## src/rtl/mem_arbiter_pkg.sv

```systemverilog
// Shared definitions for the two-port memory arbiter.
//   state_e      : arbiter FSM state encoding (IDLE/ACCESS/RESP)
//   ADDR_W_DEF   : default memory address width
//   DATA_W_DEF   : default memory data width
package mem_arbiter_pkg;

  typedef enum logic [1:0] {
    IDLE   = 2'd0,
    ACCESS = 2'd1,
    RESP   = 2'd2
  } state_e;

  localparam int ADDR_W_DEF = 8;
  localparam int DATA_W_DEF = 8;

endpackage

```

## src/rtl/mem_arbiter_rr_arbiter_2.sv

```systemverilog
// Two-way round-robin choice, purely combinational.
//   req0, req1  : request lines of port 0 and port 1
//   last_grant  : index of the port granted most recently
//   grant       : index of the port to grant (meaningful only if a req is high)
module rr_arbiter_2 (
  input  logic req0,
  input  logic req1,
  input  logic last_grant,
  output logic grant
);

  always_comb begin
    grant = 1'b0;
    if (req0 && req1) begin
      // contention: the port that did not win last time goes first
      grant = ~last_grant;
    end else if (req1) begin
      grant = 1'b1;
    end
  end

endmodule

```

## src/rtl/mem_arbiter.sv

```systemverilog
// Arbitrates two requesters (port 0 instruction fetch, port 1 load/store)
// onto a single synchronous RAM. One transaction at a time, fixed 3 cycles:
// IDLE (arbitrate + latch) -> ACCESS (RAM strobe) -> RESP (ack + read data).
//   clk, reset                       : clock, synchronous active-high reset
//   reqN/addrN/weN/wdataN (N=0,1)    : requester inputs, held until ackN
//   ackN, rdataN                     : one-cycle completion pulse, read data
//   mem_en/mem_we/mem_addr/mem_wdata : RAM command, driven in ACCESS only
//   mem_rdata                        : RAM read data, one cycle after mem_en
//   busy                             : high whenever the FSM is not in IDLE
module mem_arbiter
  import mem_arbiter_pkg::*;
#(
  parameter int ADDR_W = ADDR_W_DEF,
  parameter int DATA_W = DATA_W_DEF
) (
  input  logic              clk,
  input  logic              reset,
  input  logic              req0,
  input  logic [ADDR_W-1:0] addr0,
  input  logic              we0,
  input  logic [DATA_W-1:0] wdata0,
  output logic              ack0,
  output logic [DATA_W-1:0] rdata0,
  input  logic              req1,
  input  logic [ADDR_W-1:0] addr1,
  input  logic              we1,
  input  logic [DATA_W-1:0] wdata1,
  output logic              ack1,
  output logic [DATA_W-1:0] rdata1,
  output logic              mem_en,
  output logic              mem_we,
  output logic [ADDR_W-1:0] mem_addr,
  output logic [DATA_W-1:0] mem_wdata,
  input  logic [DATA_W-1:0] mem_rdata,
  output logic              busy
);

  state_e              state_q, state_d;
  // last_grant doubles as the latched index of the port in flight
  logic                last_grant_q, last_grant_d;
  logic [ADDR_W-1:0]   addr_q, addr_d;
  logic                we_q, we_d;
  logic [DATA_W-1:0]   wdata_q, wdata_d;
  logic                mem_en_q, mem_en_d;
  logic                mem_we_q, mem_we_d;
  logic                ack0_q, ack0_d;
  logic                ack1_q, ack1_d;
  logic                busy_q, busy_d;
  logic [DATA_W-1:0]   rhold0_q, rhold0_d;
  logic [DATA_W-1:0]   rhold1_q, rhold1_d;
  logic                grant;

  rr_arbiter_2 u_rr (
    .req0       (req0),
    .req1       (req1),
    .last_grant (last_grant_q),
    .grant      (grant)
  );

  always_comb begin
    state_d      = state_q;
    last_grant_d = last_grant_q;
    addr_d       = addr_q;
    we_d         = we_q;
    wdata_d      = wdata_q;
    mem_en_d     = 1'b0;
    mem_we_d     = 1'b0;
    ack0_d       = 1'b0;
    ack1_d       = 1'b0;
    // capture the RAM data seen during an ack so rdata holds afterwards
    rhold0_d     = ack0_q ? mem_rdata : rhold0_q;
    rhold1_d     = ack1_q ? mem_rdata : rhold1_q;

    case (state_q)
      IDLE: begin
        if (req0 || req1) begin
          state_d      = ACCESS;
          last_grant_d = grant;
          addr_d       = grant ? addr1  : addr0;
          we_d         = grant ? we1    : we0;
          wdata_d      = grant ? wdata1 : wdata0;
          mem_en_d     = 1'b1;
          mem_we_d     = grant ? we1    : we0;
        end
      end
      ACCESS: begin
        state_d = RESP;
        ack0_d  = ~last_grant_q;
        ack1_d  = last_grant_q;
      end
      RESP: begin
        state_d = IDLE;
      end
      default: begin
        state_d = IDLE;
      end
    endcase

    busy_d = (state_d != IDLE);
  end

  // Outputs are registered from the next-state decode so they line up with
  // the state they belong to.
  always_ff @(posedge clk) begin
    if (reset) begin
      state_q      <= IDLE;
      last_grant_q <= 1'b1;
      addr_q       <= '0;
      we_q         <= 1'b0;
      wdata_q      <= '0;
      mem_en_q     <= 1'b0;
      mem_we_q     <= 1'b0;
      ack0_q       <= 1'b0;
      ack1_q       <= 1'b0;
      busy_q       <= 1'b0;
      rhold0_q     <= '0;
      rhold1_q     <= '0;
    end else begin
      state_q      <= state_d;
      last_grant_q <= last_grant_d;
      addr_q       <= addr_d;
      we_q         <= we_d;
      wdata_q      <= wdata_d;
      mem_en_q     <= mem_en_d;
      mem_we_q     <= mem_we_d;
      ack0_q       <= ack0_d;
      ack1_q       <= ack1_d;
      busy_q       <= busy_d;
      rhold0_q     <= rhold0_d;
      rhold1_q     <= rhold1_d;
    end
  end

  assign mem_en    = mem_en_q;
  assign mem_we    = mem_we_q;
  assign mem_addr  = addr_q;
  assign mem_wdata = wdata_q;
  assign ack0      = ack0_q;
  assign ack1      = ack1_q;
  assign busy      = busy_q;
  // RAM data arrives during RESP, so it is passed straight through while acked
  assign rdata0    = ack0_q ? mem_rdata : rhold0_q;
  assign rdata1    = ack1_q ? mem_rdata : rhold1_q;

endmodule

```

## config.mk

```make
export PLATFORM = sky130hd
export DESIGN_NAME = mem_arbiter
export DESIGN_NICKNAME = d
export VERILOG_FILES = /design/src/rtl/mem_arbiter_pkg.sv /design/src/rtl/mem_arbiter_rr_arbiter_2.sv /design/src/rtl/mem_arbiter.sv
export SDC_FILE = /design/constraint.sdc
export NUM_CORES = 1
export LEC_CHECK = 0
export CAP_MARGIN = 20
export CORE_MARGIN = 2
export CORE_UTILIZATION = 43
export DETAILED_ROUTE_END_ITERATION = 7
export PLACE_DENSITY = 0.85
export SYNTH_ARGS = -nofsm -noshare
export SYNTH_HDL_FRONTEND = slang
export SYNTH_HIERARCHICAL = 1
export SYNTH_SLANG_ARGS = --single-unit
export TNS_END_PERCENT = 50
```

## constraint.sdc

```tcl
create_clock -name clk -period 3.69 [get_ports clk]
set_input_delay 0.5535 -clock clk [delete_from_list [all_inputs] [get_ports clk]]
set_output_delay 0.5535 -clock clk [all_outputs]
set_load 0.02 [all_outputs]
```

* Word level (Yosys, flattened, before mapping)
Cells that the tools add are included.
Operators by class: equality and inequality tests 1, mux-type cells 10, bitwise gates (word level) 4, reduce and logical (&&, ||, !) cells 8
Operators with widths (count):
- 8-bit 2-to-1 mux | 4
- 1-bit 2-to-1 mux | 4
- 1-bit NOT | 4
- 2-bit one-hot mux with 2 select lines | 1
- 2-bit OR reduction | 2
- 3-bit OR reduction | 1
- 2-bit by 1-bit equality test with 1-bit output (second input constant) | 1
- 2-bit logical NOT | 1
- 2-bit 2-to-1 mux | 1
- 2-bit AND reduction | 1
- 2-bit nonzero test | 1
- 1-bit logical AND | 1
- 1-bit logical OR | 1
Word-level totals: register bits after elaboration 40, output and inout bits 37

* Depth between registers and ports, before layout
depth in word-level cells 4, gate-level depth with buffers 6, gate-level depth less buffers 3

* Hierarchy
Netlist, hierarchy kept.
Modules (own cells, without submodules):
- mem_arbiter | instances 1, cells each 148, area an instance 1670.4 um^2
- rr_arbiter_2 | instances 1, cells each 1, area an instance 11.3 um^2

* Worst setup path before layout
OpenSTA, ideal clock, no wires.
path type register -> output, start point register ack0_q (netlist: ack0), end point output port rdata0[0], data arrival time 1045 ps, required time 3137 ps, path slack 2091 ps, stages on the path, launching flop included 3, buffers on the path 1, cell sequence dfxtp_1 > buf_2 > mux2_2
Between the ends: cells in the longest elaborated chain, start to end 1
Ends and longest elaborated chain:
- start: declaration | line mem_arbiter.sv:46 | logic ack0_q, ack0_d;
- start signal: assignment | line mem_arbiter.sv:126 | ack0_q <= ack0_d;
- 8-bit 2-to-1 mux | line mem_arbiter.sv:142 | assign rdata0 = ack0_q ? mem_rdata : rhold0_q;
- end: declaration | line mem_arbiter.sv:23 | output logic [DATA_W-1:0] rdata0,
Every way passes these cells.

* Worst setup path in the final report
start point register ack1_q (netlist: ack1), end point output port rdata1[4]
Between the ends: cells in the longest elaborated chain, start to end 1
Ends and longest elaborated chain:
- start: declaration | line mem_arbiter.sv:47 | logic ack1_q, ack1_d;
- start signal: assignment | line mem_arbiter.sv:127 | ack1_q <= ack1_d;
- 8-bit 2-to-1 mux | line mem_arbiter.sv:143 | assign rdata1 = ack1_q ? mem_rdata : rhold1_q;
- end: declaration | line mem_arbiter.sv:29 | output logic [DATA_W-1:0] rdata1,
Every way passes these cells.

==> results.tsv <==
stage	metric	value	unit
floorplanning	starting density of the core	45.3	%
clocking	CTS tree	built	
routing	post-detailed-route via-to-cell ratio	4.95	
sta	setup TNS after final layout	0	ns
sta	final worst setup slack	1.32	ns
grt	global route total overflow	0	
grt	aggregate global-route resource usage	19.0	%
layout	Area growth, synth to finish	54.4	%
setup_path	data arrival time at the worst-slack endpoint	1.81	ns
sta	final setup violating endpoints	0	
routing	detailed-route wire length	3930	microns
run	number of max-cap violations	0	
synth	average cell area after synthesis	11.3	sq um
sta	worst clock skew on the final layout	0.00275	ns
place	dpl hpwl	2900	microns
clocking	post-cts gate resize count	0	
routing	final routed wire length divided by cell count	14.2	microns
worst_hold_path	capture endpoint of the worst hold path	ack0	
routing	via count of the routed design	1366	
sta	pin slew with the least headroom to its limit	0.765	ns
setup_path	startpoint of the worst register-to-register path	state_q[1]	
setup_path	Register-to-Register Path Depth	3	
synth	portion of netlist area occupied by mux cells	20.8	%
worst_hold_path	hold path start	last_grant_q	
power	PD cells	422	mW/mm^2
layout	fraction of layout instances using a drive strength above 1	17.1	%
synth	share of Yosys cell area claimed by the top area cell type	47.6	%
worst_hold_path	worst min-delay path class	flop to flop	
clocking	count of hold buffers inserted by post-cts repair	0	
place	post-place setup slack	1.33	ns
setup_path	r2r setup slk	2.04	ns
floorplanning	core region area	0.00372	sq mm
place	IO Port Bufs	82	
setup_path	type of destination of the critical path	primary output	
synth	area share of fa/ha/maj cells after synthesis	0	%
clocking	root buffer cell	clkbuf_8	
clocking	CTS H-tree depth	2	
clocking	latest clock arrival within the worst-skew pair	0.29	ns
power	leakage power summed over all cells	0.000996	uW
floorplanning	width of the die	66.5	microns
power	largest voltage drop on the vdd net	268	uV
routing	residual DRC count	0	
layout	number of diodes added for antenna fixing	0	
synth	nets in the synthesized netlist	195	
synth	cell count after synthesis	149	
place	weighted congestion at the end of routability-driven global placement	0.667	
synth	number of warnings issued by yosys	6	
routing	violation count after the first detailed-route iteration	49	
synth	area fraction in compound gates after synthesis	16.4	%
grt	largest net degree at the start of global routing	39	
synth	area share of xor/xnor cells in the synthesized design	0	%
setup_path	critical path type	flop to primary output	
sta	Max-Slew Margin vs Limit	48.9	%
synth	simple-gate share of the synthesized area	9.67	%
setup_path	Startpoint Class	flop	
worst_hold_path	number of instances on the worst hold path	1	
clocking	postcts setup bufs	0	
synth	count of unique library cells instantiated by Yosys	25	
sta	max-slew violation count	0	
grt	number of antenna violations at the first check in global routing	0	
layout	count of fill cells added during filler insertion	288	
routing	final antenna-violating net count	0	
synth	largest cells by area after synthesis	dfxtp_1 (48%), mux2_2 (11%), mux2i_1 (10%)	
synth	top cell type by total area after synthesis	dfxtp_1	
sta	setup repair after global routing missed its margin	no	
clocking	TritonCTS Buffers	5	
synth	sequential-to-total area share from yosys stat	47.6	%
setup_path	reg-to-reg critical path endpoint	last_grant_q	
sta	part of the cycle the worst path needs	64.2	%
sta	post-route minimum period	2.37	ns
floorplanning	die footprint	0.00443	sq mm
sta	f_max	422	MHz
layout	fin nets	273	
clocking	Longest Clk Path Bufs	2	
synth	main combinational cell family by area after synthesis	multiplexers	
floorplanning	die extent in y	66.5	microns
sta	Hold Fails Final Rpt	0	
grt	vias in the first global route	1384	
grt	global-route wire length before repair	6310	microns
floorplanning	standard-cell rows	22	
synth	Netlist Area Pre-Place	0.00168	sq mm
clocking	clock transition at the register clock pins on the worst setup and hold paths after CTS	0.07	ns
setup_path	required time of the worst setup path	3.14	ns
clocking	CTS sink count	40	
setup_path	CP Max Fanout	9	
floorplanning	number of placed I/O pins	83	
synth	Seq cells post-synth	40	
status	result of the run	complete, no violations	
routing	first-pass detailed-route iteration total	4	
## sequential cells by signal, indices dropped and copies added (netlist names)
name	count
ack0	1
ack1	1
busy	1
last_grant_q	1
mem_addr	8
mem_en	1
mem_wdata	8
mem_we	1
rhold0_q	8
rhold1_q	8
state_q	2
## stage by stage
step	utilization, %	total power [uW]	hold slack (ns)	cell area (sq um)	std cells
final	69.9	1100	0.486	2600	276
after global routing	69.9	1150	0.520	2600	276
after CTS	69.9	1110	0.489	2600	276
after detailed placement	67.0	764	0.477	2490	268
after global placement	67.0	759	0.455	2490	268
after floorplan	-	641	0.433	1680	149
## synth_stat cells
cell and count:
and2_1 1, nor2b_1 16, nor2_2 1, or2_1 1, a21oi_1 16, or3b_2 1, and3_1 1, a211o_1 1
a211oi_1 6, mux2_2 16, buf_2 4, nand2_1 1, buf_6 2, and2_4 1, clkbuf_1 5, o21ai_0 1
mux2i_1 17, a211oi_2 10, nor3_1 1, buf_4 1, a21boi_2 1, dfxtp_1 40, buf_12 1, inv_1 1
nor2_1 3
## metal layers
layer / up-vias / track usage [%] / share of wire (%)
met5: - / 0 / 0
met4: 0 / 6.89 / 0.87
met3: 4 / 9.46 / 9.8
met2: 58 / 31.6 / 49
met1: 624 / 20.8 / 41
li1: 680 / - / -
## power by group
group	internal, uW	leakage [uW]	switching [uW]
logic	145	0.000612	125
registers	464	0.000329	18.4
clock network	201	0.0000552	142
total	809	0.000996	286
## critical path, stage by stage (launching register included)
cell             delay, ns
dfxtp_1               0.58
mux2_2                0.39
clkdlybuf4s50_1       0.55
## worst max-delay path by stage
stage	start	end	depth (start not counted)
finish	ack1	rdata1[4]	2
global route	ack0	rdata0[5]	2
CTS	ack0	rdata0[6]	2
detailed placement	mem_rdata[7]	rdata1[7]	3
global placement	mem_rdata[3]	rdata0[3]	3
floorplan	ack0	rdata0[0]	2
## logic make-up after synthesis
kind of cell	Yosys count
flops	40
compound gates	35
mux	33
simple gates	27
buf+inv	14
## layout by cell type (no fill, tap or decap), drive strengths merged
master / Yosys / routed
inv: 1 / 1
clkinv: 0 / 1
or2: 1 / 1
a211oi: 16 / 16
nor2: 4 / 4
nand2: 1 / 1
a21oi: 16 / 16
o21ai: 1 / 1
dfxtp: 40 / 40
nor2b: 16 / 16
clkbuf: 5 / 6
and3: 1 / 1
buf: 8 / 2
bufinv: 0 / 1
and2: 2 / 2
clkdlybuf4s50: 0 / 82
a211o: 1 / 1
nor3: 1 / 1
mux2i: 17 / 17
mux2: 16 / 16
or3b: 1 / 1
a21boi: 1 / 1
## cell type report
cell class | instances | area, sq um | area share, %
clock buffers | 6 | 72.6 | 2.80
clock inverters | 2 | 35.0 | 1.35
inverters | 1 | 3.75 | 0.145
multi-input cells | 95 | 788 | 30.4
flip-flops and latches | 40 | 801 | 30.8
well taps | 48 | 60.1 | 2.31
repair buffers | 84 | 836 | 32.2
Note: power is estimated with default switching activity, not from simulation.
